<file path="src/rtl/timer_pkg.sv">
// Shared types and digit limits for the BCD countdown timer.
// Imported by the timer top level.
package timer_pkg;

    typedef enum logic [1:0] {
        IDLE,
        RUN,
        PAUSED,
        DONE
    } state_e;

    localparam logic [3:0] MAX_MIN      = 4'd9;
    localparam logic [3:0] MAX_SEC_TENS = 4'd5;
    localparam logic [3:0] MAX_SEC_ONES = 4'd9;

endpackage

</file>
<file path="src/rtl/tick_gen.sv">
// One-second prescaler: counts enabled cycles and emits a tick
// on the cycle the count wraps from TICKS_PER_SEC-1 to zero.
module tick_gen #(
    parameter int TICKS_PER_SEC = 50_000_000
) (
    input  logic clk,
    input  logic reset,
    input  logic en,
    input  logic clr,
    output logic tick
);

    localparam int W = $clog2(TICKS_PER_SEC);
    localparam logic [W-1:0] LAST = W'(TICKS_PER_SEC - 1);

    logic [W-1:0] cnt_q;

    always_ff @(posedge clk) begin
        if (reset || clr) begin
            cnt_q <= '0;
        end else if (en) begin
            cnt_q <= (cnt_q == LAST) ? '0 : cnt_q + 1'b1;
        end
    end

    assign tick = en && (cnt_q == LAST);

endmodule

</file>
<file path="src/rtl/countdown_timer.sv">
// BCD countdown timer (0:00 to 9:59) with run/pause/done control,
// preset loading with range validation and registered status flags.
module countdown_timer
    import timer_pkg::*;
#(
    parameter int TICKS_PER_SEC = 50_000_000
) (
    input  logic       clk,
    input  logic       reset,
    input  logic       start,
    input  logic       stop,
    input  logic       clear,
    input  logic       load,
    input  logic [3:0] load_min,
    input  logic [3:0] load_sec_tens,
    input  logic [3:0] load_sec_ones,
    output logic [3:0] min,
    output logic [3:0] sec_tens,
    output logic [3:0] sec_ones,
    output logic       running,
    output logic       done,
    output logic       load_err
);

    state_e     state_q, state_d;
    logic [3:0] min_q, min_d;
    logic [3:0] tens_q, tens_d;
    logic [3:0] ones_q, ones_d;
    logic       running_q;
    logic       done_q, done_d;
    logic       load_err_q, load_err_d;

    logic tick;
    logic cnt_en;
    logic cnt_clr;
    logic load_ok;
    logic at_zero;
    logic at_one;

    assign load_ok = (load_min <= MAX_MIN)
                  && (load_sec_tens <= MAX_SEC_TENS)
                  && (load_sec_ones <= MAX_SEC_ONES);
    assign at_zero = (min_q == 4'd0) && (tens_q == 4'd0)
                  && (ones_q == 4'd0);
    assign at_one  = (min_q == 4'd0) && (tens_q == 4'd0)
                  && (ones_q == 4'd1);

    // A load seen in RUN still outranks stop, so counting carries on.
    assign cnt_en  = (state_q == RUN) && !clear && (load || !stop);
    assign cnt_clr = clear
                  || (load && (state_q != RUN) && load_ok)
                  || (!load && !stop && start
                      && (state_q == IDLE) && !at_zero);

    tick_gen #(
        .TICKS_PER_SEC(TICKS_PER_SEC)
    ) u_tick_gen (
        .clk  (clk),
        .reset(reset),
        .en   (cnt_en),
        .clr  (cnt_clr),
        .tick (tick)
    );

    always_comb begin
        state_d    = state_q;
        min_d      = min_q;
        tens_d     = tens_q;
        ones_d     = ones_q;
        done_d     = 1'b0;
        load_err_d = 1'b0;

        if (clear) begin
            state_d = IDLE;
            min_d   = 4'd0;
            tens_d  = 4'd0;
            ones_d  = 4'd0;
        end else if (load) begin
            if (state_q != RUN) begin
                if (load_ok) begin
                    state_d = IDLE;
                    min_d   = load_min;
                    tens_d  = load_sec_tens;
                    ones_d  = load_sec_ones;
                end else begin
                    load_err_d = 1'b1;
                end
            end
        end else if (stop) begin
            if (state_q == RUN) state_d = PAUSED;
        end else if (start) begin
            if ((state_q == IDLE && !at_zero) || state_q == PAUSED)
                state_d = RUN;
        end

        // tick only fires in RUN when no command has altered the digits
        if (tick) begin
            if (ones_q != 4'd0) begin
                ones_d = ones_q - 4'd1;
            end else begin
                ones_d = MAX_SEC_ONES;
                if (tens_q != 4'd0) begin
                    tens_d = tens_q - 4'd1;
                end else begin
                    tens_d = MAX_SEC_TENS;
                    min_d  = min_q - 4'd1;
                end
            end
            if (at_one) begin
                state_d = DONE;
                done_d  = 1'b1;
            end
        end
    end

    always_ff @(posedge clk) begin
        if (reset) begin
            state_q    <= IDLE;
            min_q      <= 4'd0;
            tens_q     <= 4'd0;
            ones_q     <= 4'd0;
            running_q  <= 1'b0;
            done_q     <= 1'b0;
            load_err_q <= 1'b0;
        end else begin
            state_q    <= state_d;
            min_q      <= min_d;
            tens_q     <= tens_d;
            ones_q     <= ones_d;
            running_q  <= (state_d == RUN);
            done_q     <= done_d;
            load_err_q <= load_err_d;
        end
    end

    assign min      = min_q;
    assign sec_tens = tens_q;
    assign sec_ones = ones_q;
    assign running  = running_q;
    assign done     = done_q;
    assign load_err = load_err_q;

endmodule

</file>
<file path="config.mk">
export PLATFORM = sky130hd
export DESIGN_NAME = countdown_timer
export DESIGN_NICKNAME = d
export VERILOG_FILES = /design/src/rtl/timer_pkg.sv /design/src/rtl/tick_gen.sv /design/src/rtl/countdown_timer.sv
export SDC_FILE = /design/constraint.sdc
export NUM_CORES = 1
export LEC_CHECK = 0
export ABC_AREA = 1
export BUFFER_PORTS_ARGS = -buffer_cell sky130_fd_sc_hd__buf_2
export CORE_MARGIN = 2
export CORE_UTILIZATION = 35
export CTS_BUF_LIST = sky130_fd_sc_hd__clkbuf_2 sky130_fd_sc_hd__clkbuf_4 sky130_fd_sc_hd__clkbuf_8
export DETAILED_ROUTE_END_ITERATION = 10
export SYNTH_ARGS = -nofsm -noshare
export SYNTH_HDL_FRONTEND = slang
export SYNTH_HIERARCHICAL = 1
export SYNTH_SLANG_ARGS = --single-unit
</file>
<file path="constraint.sdc">
create_clock -name clk -period 2.2 [get_ports clk]
set_input_delay 0.22 -clock clk [delete_from_list [all_inputs] [get_ports clk]]
set_output_delay 0.22 -clock clk [all_outputs]
set_load 0.02 [all_outputs]
</file>
==> metrics.txt <==
syn avg cell area=6.38 sq um; Inserted Clock Buffers=5; Clock Sinks=43; arrival time at the worst endpoint=2.17 ns; routed vias=2612; Layout Utilization=0.422; largest net degree at the start of global routing=15; Mapped Area=roughly 2700 sq um; Power per Cell Area=496 nW/um^2; Worst Path Required=between 2 and 2.5 ns; Starting DRT DRC Count=100; grt ovf=0; core area=7330 sq um; Slew Limit Headroom=0.686; number of max-cap violations=0; Die Height=91.6 um; busiest grt layer=met2; antenna violations before repair=0; IO Pins=33; Final HPWL DP=4.95 mm; Hold Path Class=in -> reg; # fillers=between 700 and 800; Seq/Total Area, Yosys=0.320; Tot GR Track Use=0.159; drt total wl=approximately 6.3 mm; fmax=506 MHz; Gate Count Post-Synth=421; final hold violation count=0; met2 usage=0.269; clock slew at reported path FFs=0.08 ns; share of cells above drive strength 1=0.190; Setup crit start kind=register; DRT antenna net count=0; RSZ-0062 raised after global routing=no; Placement Rows=31; synth warn=6; crit end category=register; CTS Hold Bufs=0; Post-synth ARST share=0; Yosys reg bits=43; Post-synth EDFFs=0; Synth cell types=36; worst vdd ir=~0.00019 V; TNS Setup=0 ns; DP Area=2980 sq um; final setup vio count=0; clock latency on the worst-skew pair=0.30 ns; drc violations=0; status=complete, no violations; Starting Density=0.366; WS Path Type=reg -> reg; final slew viol count=0; input/output buffers=32; die area=8390 sq um; crit path time final=~2.0 ns; routed vias/inst=4.64; Ant. Diodes=0; Final nets=approximately 480; drt pass-1 iters=4; vias in the first global route=2469; CTS tree=yes; flop2flop setup slack=0.22 ns; Max Buffers Root-to-Sink=2; routed len/inst=11.2 um; prevailing post-synth register cell=dfxtp_1; root buffer cell=clkbuf_8; Syn Nets=roughly 440; post-route clock skew=0.00993 ns; CP max FO=5; Worst Tran Pin Value=0.469 ns; Final Instance Area=roughly 3100 sq um; H-tree depth=2; M3 GR Usage=0.0271; width of the die=91.6 um; gpl congestion=0.881; Lkg Pwr=about 1.3 nW; Area Growth Syn to Fin=15.2%; crit share post-route=0.899; first-pass GRT wire length=10.9 mm; met1 usage=0.206
==> repair_timing <==
action	in CTS	in global routing
buffers inserted	0	1
hold endpoints to repair	0	0
resized for setup	0	1
endpoints found under the setup margin	0	5
==> sequential cells by signal, summed over array words and instances (netlist names) <==
name and flops:
u_tick_gen/cnt_q 26, min 4, load_err 1, sec_ones 4, running 1, state_q 2, sec_tens 4, done 1
==> path summary, 6_finish.rpt <==
path | start | to | depth (start not counted)
worst max-delay path | state_q[1]$_SDFF_PP0_ | min[3]$_SDFF_PP0_ | 12
worst min-delay path | reset | min[0]$_SDFF_PP0_ | 2
worst max register to register | state_q[1]$_SDFF_PP0_ | min[3]$_SDFF_PP0_ | 12
worst min register to register | u_tick_gen/cnt_q[0]$_SDFFE_PP0P_ | u_tick_gen/cnt_q[0]$_SDFFE_PP0P_ | 2
==> through the flow <==
stage / std cells / total power, mW / setup WS [ns] / hold WS (ns)
6_report: 563 / 1.54 / 0.222 / 0.189
5_1_grt: 563 / 1.62 / 0.00909 / 0.179
4_1_cts: 562 / 1.56 / 0.135 / 0.178
3_5_place_dp: 554 / 0.985 / 0.153 / 0.480
3_3_place_gp: 554 / 0.984 / 0.216 / 0.479
2_1_floorplan: 421 / 0.927 / 0.229 / 0.289
==> power by group <==
part / internal (mW) / total, mW / switching [mW]
Sequential: 0.788 / 0.798 / 0.00987
Clock: 0.299 / 0.570 / 0.270
Combinational: 0.0588 / 0.169 / 0.110
==> critical path: stages (launching register included) <==
cell	delay, ns
dfxtp_1	0.35
inv_2	0.07
nand2_2	0.05
nor3_1	0.24
nand2_1	0.09
nor2_1	0.09
nand3_1	0.19
nor2_4	0.19
nand3_2	0.15
nor2_2	0.20
inv_2	0.08
o21ai_1	0.14
a21oi_1	0.05
==> metal layers <==
layer / part of all wire / vias up
li1: - / 1396
met1: 0.50 / 1169
met2: 0.44 / 39
met3: 0.042 / 8
met4: 0.014 / 0
met5: 0 / -
==> logic make-up after synthesis <==
kind of cell,share of synthesized area
AO/OA/AOI/OAI,0.0764
flip-flops,0.320
XOR/XNOR,0.0391
buffers and inverters,0.0969
AND/OR/NAND/NOR,0.449
adder cells (fa/ha/maj),0.0140
multiplexers,0.00373
==> layout make-up <==
class	count	area [sq um]	area share
Clock buffer	8	104	0.0336
Inverter	61	230	0.0744
Multi-Input combinational cell	314	1570	0.507
Sequential cell	43	861	0.278
Tap cell	99	124	0.0400
Timing Repair Buffer	38	205	0.0663
==> cells in the final DEF, fill, tap and decap left out, drive strengths merged, types with 2 or more instances in the layout <==
cell type,count
nor2,88
dfxtp,43
a21oi,12
nand4,9
clkbuf,8
nor3,9
buf,38
a31oi,2
xor2,7
xnor2,5
ha,3
inv,60
or2,2
nand2,117
nand3,36
o21ai,16
==> synth_stat cells, types with 7 or more instances <==
cell type    n  area share
nand2_2      7       0.016
nand2_1    110        0.15
nor2_2      15       0.035
dfxtp_1     43        0.32
nor2_1      68       0.095
nor3_1       7       0.013
nand4_1      9       0.021
a21oi_1     12       0.022
xor2_1       7       0.023
inv_1       54       0.075
nand3_1     32       0.060
o21ai_0      8       0.015
(Power assumes the default switching activity.)
